===== config.mk =====
export PLATFORM = sky130hd
export DESIGN_NAME = alu_arbiter
export DESIGN_NICKNAME = d
export VERILOG_FILES = /design/src/rtl/alu_arbiter.sv
export SDC_FILE = /design/constraint.sdc
export NUM_CORES = 1
export LEC_CHECK = 0
export BUFFER_PORTS_ARGS = -buffer_cell sky130_fd_sc_hd__buf_4
export CORE_AREA = 2 2 120 122
export DETAILED_ROUTE_END_ITERATION = 8
export DIE_AREA = 0 0 122 124
export PLACE_DENSITY = 0.83
export SLEW_MARGIN = 15
export SYNTH_ARGS = -nofsm -noshare
export SYNTH_HDL_FRONTEND = slang
export SYNTH_SLANG_ARGS = --single-unit

===== constraint.sdc =====
create_clock -name clk -period 1.84 [get_ports clk]
set_clock_uncertainty 0.05 [all_clocks]
set_input_delay 0.092 -clock clk [delete_from_list [all_inputs] [get_ports clk]]
set_output_delay 0.092 -clock clk [all_outputs]
set_load 0.02 [all_outputs]

===== src/rtl/alu_arbiter.sv =====
// Two-requester round-robin front end for one shared combinational ALU.
// One operation is in flight at a time. Its result and flags are captured and held until the consumer takes them.
module alu_arbiter #(
  parameter int DATA_W = 32,
  parameter int OP_W   = 6
) (
  input  logic              clk,
  input  logic              rst,
  input  logic              req0_valid,
  output logic              req0_ready,
  input  logic [OP_W-1:0]   req0_op,
  input  logic [DATA_W-1:0] req0_a,
  input  logic [DATA_W-1:0] req0_b,
  input  logic              req0_cin,
  input  logic              req1_valid,
  output logic              req1_ready,
  input  logic [OP_W-1:0]   req1_op,
  input  logic [DATA_W-1:0] req1_a,
  input  logic [DATA_W-1:0] req1_b,
  input  logic              req1_cin,
  output logic              alu_en,
  output logic [OP_W-1:0]   alu_op,
  output logic [DATA_W-1:0] alu_a,
  output logic [DATA_W-1:0] alu_b,
  output logic              alu_c,
  input  logic [DATA_W-1:0] alu_res,
  input  logic              alu_cout,
  output logic              rsp_valid,
  input  logic              rsp_ready,
  output logic              rsp_id,
  output logic [DATA_W-1:0] rsp_res,
  output logic              rsp_cout,
  output logic              rsp_z,
  output logic              rsp_n,
  output logic              rsp_err,
  output logic              busy,
  output logic [15:0]       ops_done
);

  localparam logic [OP_W-1:0] OP_ADD = OP_W'(6'b010000);
  localparam logic [OP_W-1:0] OP_SUB = OP_W'(6'b010001);
  localparam logic [OP_W-1:0] OP_EQ  = OP_W'(6'b100000);
  localparam logic [OP_W-1:0] OP_NE  = OP_W'(6'b100001);
  localparam logic [OP_W-1:0] OP_LE  = OP_W'(6'b100010);
  localparam logic [OP_W-1:0] OP_GT  = OP_W'(6'b100011);
  localparam logic [OP_W-1:0] OP_LLS = OP_W'(6'b110000);
  localparam logic [OP_W-1:0] OP_LRS = OP_W'(6'b110001);
  localparam logic [OP_W-1:0] OP_ARS = OP_W'(6'b110010);

  typedef enum logic [1:0] {
    S_IDLE,
    S_EXEC,
    S_RESP
  } state_t;

  function automatic logic is_legal(input logic [OP_W-1:0] op);
    logic legal;
    case (op)
      OP_ADD, OP_SUB, OP_EQ, OP_NE, OP_LE, OP_GT, OP_LLS, OP_LRS, OP_ARS: legal = 1'b1;
      default: legal = 1'b0;
    endcase
    return legal;
  endfunction

  state_t              r_state;
  state_t              w_state_nxt;
  logic                r_last_id;
  logic [OP_W-1:0]     r_alu_op;
  logic [DATA_W-1:0]   r_alu_a;
  logic [DATA_W-1:0]   r_alu_b;
  logic                r_alu_c;
  logic                r_rsp_id;
  logic [DATA_W-1:0]   r_rsp_res;
  logic                r_rsp_cout;
  logic                r_rsp_z;
  logic                r_rsp_n;
  logic                r_rsp_err;
  logic [15:0]         r_ops_done;

  logic                w_hs;
  logic                w_rsp_accept;
  logic                w_sel_id;
  logic [OP_W-1:0]     w_sel_op;
  logic [DATA_W-1:0]   w_sel_a;
  logic [DATA_W-1:0]   w_sel_b;
  logic                w_sel_cin;
  logic                w_sel_legal;
  logic                w_is_arith;

  // The grant goes to req1 exactly when req1_ready is high, so the payload mux keys off that signal.
  assign w_sel_id    = req1_ready;
  assign w_sel_op    = w_sel_id ? req1_op  : req0_op;
  assign w_sel_a     = w_sel_id ? req1_a   : req0_a;
  assign w_sel_b     = w_sel_id ? req1_b   : req0_b;
  assign w_sel_cin   = w_sel_id ? req1_cin : req0_cin;
  assign w_sel_legal = is_legal(w_sel_op);
  assign w_is_arith  = (r_alu_op == OP_ADD) || (r_alu_op == OP_SUB);

  // NOTE: sequential state uses non-blocking assignments so every register samples pre-edge values.
  always_ff @(posedge clk) begin
    if (rst) r_state <= S_IDLE;
    else     r_state <= w_state_nxt;
  end

  // NOTE: every output of this block gets a default first, so no path can infer a latch.
  always_comb begin
    w_state_nxt  = r_state;
    req0_ready   = 1'b0;
    req1_ready   = 1'b0;
    w_hs         = 1'b0;
    w_rsp_accept = 1'b0;
    alu_en       = 1'b0;
    rsp_valid    = 1'b0;
    busy         = 1'b1;
    unique case (r_state)
      S_IDLE: begin
        busy       = 1'b0;
        // r_last_id names the last grant, so on a tie the other requester wins.
        req0_ready = req0_valid && (!req1_valid || r_last_id);
        req1_ready = req1_valid && (!req0_valid || !r_last_id);
        w_hs       = req0_ready || req1_ready;
        if (w_hs) w_state_nxt = w_sel_legal ? S_EXEC : S_RESP;
      end
      S_EXEC: begin
        alu_en      = 1'b1;
        w_state_nxt = S_RESP;
      end
      S_RESP: begin
        rsp_valid = 1'b1;
        if (rsp_ready) begin
          w_rsp_accept = 1'b1;
          w_state_nxt  = S_IDLE;
        end
      end
      default: w_state_nxt = S_IDLE;
    endcase
  end

  // NOTE: every datapath register is reset, because each one drives a port whose reset value is visible.
  always_ff @(posedge clk) begin
    if (rst) begin
      r_last_id  <= 1'b1;
      r_alu_op   <= '0;
      r_alu_a    <= '0;
      r_alu_b    <= '0;
      r_alu_c    <= 1'b0;
      r_rsp_id   <= 1'b0;
      r_rsp_res  <= '0;
      r_rsp_cout <= 1'b0;
      r_rsp_z    <= 1'b0;
      r_rsp_n    <= 1'b0;
      r_rsp_err  <= 1'b0;
      r_ops_done <= '0;
    end else begin
      if (w_hs) begin
        r_last_id <= w_sel_id;
        r_alu_op  <= w_sel_op;
        r_alu_a   <= w_sel_a;
        r_alu_b   <= w_sel_b;
        r_alu_c   <= w_sel_cin;
        r_rsp_id  <= w_sel_id;
        if (!w_sel_legal) begin
          r_rsp_res  <= '0;
          r_rsp_cout <= 1'b0;
          r_rsp_z    <= 1'b0;
          r_rsp_n    <= 1'b0;
          r_rsp_err  <= 1'b1;
        end
      end
      if (r_state == S_EXEC) begin
        r_rsp_res  <= alu_res;
        r_rsp_cout <= w_is_arith ? alu_cout : 1'b0;
        r_rsp_z    <= (alu_res == '0);
        r_rsp_n    <= alu_res[DATA_W-1];
        r_rsp_err  <= 1'b0;
      end
      if (w_rsp_accept) r_ops_done <= r_ops_done + 16'd1;
    end
  end

  assign alu_op   = r_alu_op;
  assign alu_a    = r_alu_a;
  assign alu_b    = r_alu_b;
  assign alu_c    = r_alu_c;
  assign rsp_id   = r_rsp_id;
  assign rsp_res  = r_rsp_res;
  assign rsp_cout = r_rsp_cout;
  assign rsp_z    = r_rsp_z;
  assign rsp_n    = r_rsp_n;
  assign rsp_err  = r_rsp_err;
  assign ops_done = r_ops_done;

endmodule


; ---- Word level (Yosys, flattened, before mapping)
; Index checks and enable logic that the tools add are counted.
[word_totals]
out_inout_bits = 129
regBits = 127
[classes]
n_addsub = 1
n_eq_ne = 16
muxes = 26
n_reduce_logical = 17
bitwise = 1
[op_table]
columns = op, n
row1 = $mux 32, 5
row2 = $eq 6x6->1 const B, 7
row3 = $logic_not 32->1, 1
row4 = $eq 6x5->1 const B, 4
row5 = $add 16x1->16 const B, 1
row6 = $mux 1, 16
row7 = $reduce_or 9->1, 1
row8 = $mux 2, 3
row9 = $mux 6, 1
row10 = $pmux 2 s3, 1
row11 = $reduce_and 2->1, 3
row12 = $logic_or 1x1->1, 4
row13 = $ne 2x2->1 const B, 2
row14 = $logic_not 1->1, 3
row15 = $eq 2x1->1 const B, 1
row16 = $eq 2x2->1 const B, 1
row17 = $logic_and 1x1->1, 2
row18 = $logic_not 2->1, 1
row19 = $ne 2x1->1 const B, 1
row20 = $reduce_bool 2->1, 1
row21 = $reduce_or 2->1, 1
row22 = $not 1->1, 1

; ---- Longest topological paths before layout
; Gate-level depths: netlist of run 1.
[depth]
ltp_word = 11
ltp_mapped = 8
ltp_nobuf = 5

; ---- Worst setup path after synthesis of run 1
; OpenSTA, ideal clock, no wires.
[synth_timing]
path_type = register to register
startpoint = register r_ops_done[3] (netlist: ops_done[3])
endpoint = register r_ops_done[13] (netlist: ops_done[13])
required_ps = 1667
path_stages_with_launch = 5
setup_slack_ps = 95
period_less_slack_ps = 1745
setup_ps = 123
t_arrival_ps = 1571
path_cell_list = dfxtp_1 > nand4_1 > nor4_4 > nand3_1 > mux2_1
[synth_via]
elab_chain_cells = 1
[synth_rtl]
columns = item, line_no
row1 = "start, declared", 78  ; logic [15:0] r_ops_done;
row2 = "start signal, assigned", 177  ; if (w_rsp_accept) r_ops_done <= r_ops_done + 16'd1;
row3 = $add 16x1->16, 177
; No other way between the ends.
; A chain may end at the register's enable or synchronous reset.

; ---- Worst setup path in the final report of run 1
[layout_timing]
startpoint = input req1_op[4]
endpoint = register r_rsp_res[11] (netlist: rsp_res[11])
[layout_via]
elab_chain_cells = 6
elab_cells_between_ends = 14
[layout_rtl]
columns = item, line_no
row1 = "start, declared", 17  ; input logic [OP_W-1:0] req1_op,
row2 = $mux 6 (*), 92  ; assign w_sel_op = w_sel_id ? req1_op : req0_op;
row3 = $eq 6x5->1 or $eq 6x6->1 (tied branches), 58  ; case (op)
row4 = $reduce_or 9->1 (*), 58
row5 = $mux 1 (*), 58
row6 = $ne 2x1->1 (no source line) (*), -
row7 = $reduce_and 2->1 (no source line) (*), -
row8 = "end signal, assigned", 171  ; r_rsp_res <= alu_res;
row9 = "end, declared", 73  ; logic [DATA_W-1:0] r_rsp_res;
; Every way passes the cells marked *; elsewhere a longest branch is shown, timed or not.

==> results of run 1 <==
==> registers in the layout, summed over array words and instances, names as in the netlist <==
signal,flops
r_last_id,1
alu_a,32
rsp_err,1
alu_op,6
r_state,2
rsp_cout,1
rsp_res,32
rsp_id,1
rsp_z,1
alu_c,1
alu_b,32
ops_done,16
==> synthesized netlist by cell type (all sizes together) (2+ instances only) <==
cell / count / share of area (%)
nand2: 152 / 11
dfxtp: 126 / 48
nor2: 89 / 6.3
a311oi: 71 / 12
a22o: 32 / 5.3
buf: 29 / 3.5
clkbuf: 21 / 1.5
nand3: 11 / 1.0
nor4: 11 / 1.9
inv: 7 / 0.50
a21oi: 6 / 0.57
nand4: 6 / 0.71
nor3: 6 / 0.57
nor2b: 5 / 0.59
xnor2: 5 / 0.83
xor2: 5 / 0.83
a31oi: 3 / 0.64
nand2b: 3 / 0.35
o21ai: 3 / 0.28
a21boi: 2 / 0.28
a21o: 2 / 0.28
a31o: 2 / 0.33
and2: 2 / 0.24
and3: 2 / 0.24
mux2: 2 / 0.43
nor3b: 2 / 0.38
==> layout by cell type (no fill, tap or decap), types with 3 or more instances in the layout <==
cell           Yosys  layout
xnor2_1            5       5
nor2_1            89      89
nand4_1            6       6
xor2_1             5       5
dlygate4sd3_1      0     178
buf_4              8     328
clkinvlp_4         0       6
clkbuf_16          0      17
a21oi_1            6       6
inv_1              6       6
buf_12             0       9
nor3_1             6       6
o21ai_0            3       3
nand3_1           11      11
diode_2            0       3
inv_6              0       3
dfxtp_1          126     125
a311oi_1          71      70
a22o_1            32      32
nand2_1          152     151
nand2b_1           3       3
clkinv_4           0       3
nor4_1             9       9
nor2b_1            5       5
==> metal layers <==
metal | track usage, % | vias up | wire length [microns]
met4 | 18.03 | 0 | 1243
met3 | 9.386 | 107 | 2275
li1 | - | 3174 | -
met5 | 0 | - | 0
met2 | 53.56 | 492 | 12040
met1 | 31.32 | 3308 | 8495
==> per-stage QoR <==
step	area, sq um	setup TNS [ns]	hold slack, ns
after floorplan	5293	0	0.1749
after global placement	7885	0	0.2688
after detailed placement	7885	-0.07469	0.2734
after CTS	10300	0	0.05502
after global routing	10350	-0.03048	0.09505
final	10350	0	0.06367
==> logic make-up (layout without fill, tap and decap cells) <==
| group | after synthesis | after routing | synth area share, % |
|---|---|---|---|
| buf+inv | 57 | 556 | 5.461 |
| compound gates | 125 | 125 | 20.52 |
| flops | 126 | 126 | 47.66 |
| mux | 2 | 2 | 0.4255 |
| simple gates | 294 | 294 | 24.04 |
| other cells | 0 | 3 | 0 |
| fa+ha+maj | 1 | 1 | 0.2364 |
| xor+xnor | 10 | 10 | 1.655 |
==> critical path, delay by kind of cell <==
| kind | cells | cell delay (ns) |
|---|---|---|
| AOI/OAI and AO/OA | 4 | 1.08 |
| buffers and inverters | 3 | 0.91 |
==> power breakdown <==
part	leakage, nW	switching, mW	total [mW]	internal (mW)
Combinational	3.43	1.17	2.32	1.15
Sequential	1.04	0.148	3.11	2.96
Clock	0.269	1.35	3.36	2.01
==> final cells by class <==
type | count | area (sq um)
flip-flops and latches | 126 | 2524
clock inverters | 15 | 162.7
inverters | 7 | 28.78
clock buffers | 17 | 425.4
repair buffers | 517 | 4468
well taps | 180 | 225.2
diodes | 3 | 7.507
multi-input cells | 432 | 2509
fillers | 803 | 3369
==> what timing repair did <==
action,CTS,global route
setup buffers,1,2
cloned,1,0
endpoints found under the setup margin,13,70
endpoints found under the hold margin,107,0
pin swaps,1,3
hold buffers,178,0
gates resized for setup,2,7
==> worst max path at each step <==
| stage | endpoint | from | slack [ns] |
|---|---|---|---|
| detailed placement | alu_b[13] | r_state[0] | -0.03 |
| global route | req0_ready | r_state[1] | -0.01 |
| global placement | alu_op[3] | r_state[0] | 0.07 |
| CTS | req1_ready | r_state[0] | 0.008 |
| floorplan | ops_done[13] | ops_done[3] | 0.1 |
| finish | rsp_res[11] | req1_op[4] | 0.05 |
==> impl_results.md, run 1 <==
- CP Class: in2reg
- Drt pass-1 iters: 5
- Final worst slack: 0.04883 ns
- Synthesized instance count: 615
- Vias in the first global route: 7019
- Critical path cell sequence: dlygate4sd3_1 > buf_4 > a21boi_0 > o2111ai_2 > a31oi_4 > buf_12 > a22o_1
- R2R Path End: rsp_res[11]
- Worst IR drop on VDD: 0.5816 mV
- Port Buf Inserts: 308
- Rows: 43
- H-tree levels: 4
- Number of DRC markers in iteration 0: 613
- Clock buffer depth: 2
- Critical path required time: 2.15 ns
- Die W: 122 microns
- Std-Cell Core Area: 0.01372 sq mm
- Status: finished, final reports clean
- Hold path cells: 4
- Number of synthesized flops with an enable pin: 0
- Share of cells above drive strength 1: 34.74%
- Post-Place Setup Slack: -0.03347 ns
- Synth Cell Area: 0.005293 sq mm
- Post-route DRC: 0
- Endpoint, Worst Hold: rsp_res[30]
- Slew HR: 55.83%
- Worst-path clk slew: 0.06 ns
- Io pins: 309
- Gr usage total: 30.18%
- R2R Path Start: r_state[1]
- Ys Warns: 0
- Max Slew Vio Count: 0
- Non-filler instance count after layout: 1297
- Via-to-Cell Ratio: 5.460
- Setup-failing EPs final: 0
- Unique masters post-synth: 43
- Die Y: 124 microns
- Hold Violations, Final: 0
- Syn_area_per_cell: 8.606 sq um
- Detailed placer's ending HPWL: 12.82 mm
- Initial antenna violation count: 2
- Sequential area share after synthesis: 47.66%
- Via count: 7081
- Reg2reg setup slack: 0.07 ns
- Grt ovf: 0
- Worst Hold Class: in2reg
- CP Launch Type: input pin
- Min cycle time layout: 1.791 ns
- CTS buffer count: 17
- Nets: 1282
- Max FO, Critical Path: 32
- Global placer's final weighted congestion: 0.7997
- Final Util: 75.44%
- Cell Pwr Density: 848.5 mW/mm^2
- Seq cells post-synth: 126
- Synth Flop Type: dfxtp_1
- Root buffer cell: clkbuf_16
- # placed instances: 1080
- Post-synth ARST share: 0%
- Wire per inst: 18.55 microns
- Worst-Margin Slew: 0.6625 ns
- CP arrival: 2.10 ns
- CTS Sinks: 126
- CP max-delay cell: dlygate4sd3_1
- Final wirelength: 24.06 mm
- CP peak stage delay: 0.55 ns
- Synth Net Count: 796
- Fmax achieved: 558.3 MHz
- Clock Latency Late Sink: 0.42 ns
- Crit end category: flop
- CTS tree: built
- Final worst path period share: 97.35%
- P&R area growth vs syn: 95.56%
- Post-route ant nets: 0
- Leak: 4.735 nW
- Starting Density: 38.58%
- Maximum capacitance violations: 0
- Die area: 0.01513 sq mm
- Overall Power: 8.782 mW
- Largest net degree at the start of global routing: 72
- Worst hold path startpoint: req1_valid
- R2R depth: 5
- First-pass GRT wire length: 35.28 mm
Power figures use the tool's default switching activity.
==> run 2, diff against run 1 <==
Settings changed: CORE_AREA 2 2 120 122 to 3 3 117 119, DIE_AREA 0 0 122 124 to 0 0 120 122, GPL_TIMING_DRIVEN set to 1, MAX_ROUTING_LAYER set to met4, PLACE_DENSITY 0.83 to 0.87.
==> impl_results.md, run 2 (synthesis results as in run 1) <==
- Status: finished, final reports clean
- Clock buffer depth: 2 (unchanged)
- Detailed placer's ending HPWL: 12.79 mm (-0.20%)
- Worst Hold Class: in2reg
- P&R area growth vs syn: 94.89%
- CTS Sinks: 126 (unchanged)
- Met1 Use GR: 35.27% (+4.0 points)
- Endpoint, Worst Hold: rsp_id
- Post-route DRC: 0 (unchanged)
- Filler cell count: 651 (-19%)
- Slew HR: 66.24% (+10 points)
- CP Class: reg2out
- Gr busiest metal: met2
- Worst-Margin Slew: 0.5065 ns (-0.1561 ns)
- Die Y: 122 microns (-1.6%)
- Met2 Track Usage GR: 62.84% (+9.3 points)
- Post-Place Setup Slack: 0.03307 ns (+0.06654 ns)
- Share of cells above drive strength 1: 34.62% (-0.12 points)
- R2R Path Start: r_state[1]
- Maximum capacitance violations: 0 (unchanged)
- Global placer's final weighted congestion: 0.8603 (+7.6%)
- Rows: 41 (-4.7%)
- Drt pass-1 iters: 5 (unchanged)
- Final worst path period share: 97.42% (about the same)
- Hold Violations, Final: 0 (unchanged)
- Max FO, Critical Path: 17 (-47%)
- Nets: 1280 (-0.16%)
- Leak: 4.732 nW (about the same)
- Gr usage total: 35.99% (+5.8 points)
- Die W: 120 microns (-1.6%)
- Worst hold path startpoint: req1_valid
- Starting Density: 41.77% (+3.2 points)
- Commonest non-fill, non-tap cell in the layout: buf_4
- Max Slew Vio Count: 0 (unchanged)
- Wire per inst: 21.00 microns (+13%)
- Final wirelength: 26.99 mm (+12%)
- Post-route ant nets: 0 (unchanged)
- Io pins: 309 (unchanged)
- Reg2reg setup slack: 0.05 ns (-0.02 ns)
- Critical path required time: 1.70 ns (-0.45 ns)
- R2R depth: 6 (+1)
- Hold path cells: 4 (unchanged)
- CP Launch Type: flop
- Non-filler instance count after layout: 1285 (-0.93%)
- CTS tree: built
- R2R Path End: alu_a[3]
- Via count: 7399 (+4.5%)
- Via-to-Cell Ratio: 5.758 (+5.5%)
- Die area: 0.01464 sq mm (-3.2%)
- Fmax achieved: 557.9 MHz (about the same)
- Min cycle time layout: 1.793 ns (+0.001335 ns)
- Worst setup path startpoint: r_state[0]
- Clock Latency Late Sink: 0.42 ns (about the same)
- Std-Cell Core Area: 0.01267 sq mm (-7.6%)
- Grt ovf: 0 (unchanged)
- Worst IR drop on VDD: 0.6027 mV (+3.6%)
- H-tree levels: 4 (unchanged)
- CTS buffer count: 17 (unchanged)
- Most frequent cells in the layout: buf_4 (327), dlygate4sd3_1 (178), nand2_1 (151)
- # placed instances: 1069 (-1.0%)
- CP arrival: 1.65 ns (-0.45 ns)
- Root buffer cell: clkbuf_16
- Number of DRC markers in iteration 0: 651 (+6.2%)
- Crit end category: output pin
- Setup-failing EPs final: 0 (unchanged)
- Met3 GRT Util: 8.774% (-0.61 points)
- Port Buf Inserts: 308 (unchanged)
- RSZ-0062 raised after global routing: yes
- Cell Pwr Density: 864.6 mW/mm^2 (+1.9%)
- Initial antenna violation count: 1 (-1)
- First-pass GRT wire length: 40.18 mm (+14%)
- Worst-path clk slew: 0.06 ns (about the same)
- Vias in the first global route: 7783 (+11%)
- Final worst slack: 0.04750 ns (-0.001335 ns)
- Largest net degree at the start of global routing: 81 (+13%)
[run 2: final cells by class]
cell class | instances | area (sq um) | share of cell area, %
antenna | 1 | 2.502 | 0.02426
clock buffer | 18 | 439.2 | 4.258
clock inverter | 14 | 157.7 | 1.528
inverter | 7 | 26.28 | 0.2547
multi-input combinational | 432 | 2505 | 24.28
sequential | 126 | 2522 | 24.45
tap | 172 | 215.2 | 2.086
timing repair buffer | 515 | 4447 | 43.11
[run 2: power by group]
part / switching, mW / leakage, nW / internal, mW
Combinational: 1.24 / 3.42 / 1.13
Sequential: 0.158 / 1.03 / 2.96
Clock: 1.38 / 0.278 / 2.05
[run 2: worst max-delay path: stages (launching register included)]
cell and delay (ns):
dfxtp_1 0.36, nor3b_2 0.24, nand2_2 0.09, inv_2 0.17, buf_6 0.21, buf_4 0.16
[run 2: layer usage]
metal	routed length (microns)	vias to the layer above
li1	-	3166
met2	13340	613
met1	9116	3430
met5	0	-
met4	1922	0
met3	2610	190
[run 2: per-stage QoR]
step                      power [mW]  hold WS, ns  setup TNS, ns  instance area (sq um)  utilization (%)
after global routing           9.180       0.1322       -0.02704                  10310            81.41
after detailed placement       4.951       0.2729              0                   7828            61.78
after floorplan                4.092       0.1749              0                   5293                -
after CTS                      8.612      0.03024              0                  10210            80.58
after global placement         4.925       0.2690              0                   7828            61.78
final                          8.918      0.09613              0                  10310            81.41
[run 2: repair_timing]
action | 4_1_cts | 5_1_grt
setup endpoints to repair | 1 | 75
resized for setup | 1 | 7
setup buffers | 0 | 3
endpoints found under the hold margin | 117 | 0
pin swaps | 0 | 2
hold buffers | 178 | 0
cloned | 0 | 2
[run 2: worst max-delay path by stage]
stage	depth (start not counted)	to	slack, ns
6_report	5	req1_ready	0.05
5_1_grt	5	req1_ready	-0.02
4_1_cts	6	req0_ready	0.003
3_5_place_dp	5	alu_b[20]	0.03
3_3_place_gp	5	alu_b[22]	0.16
2_1_floorplan	4	ops_done[13]	0.1
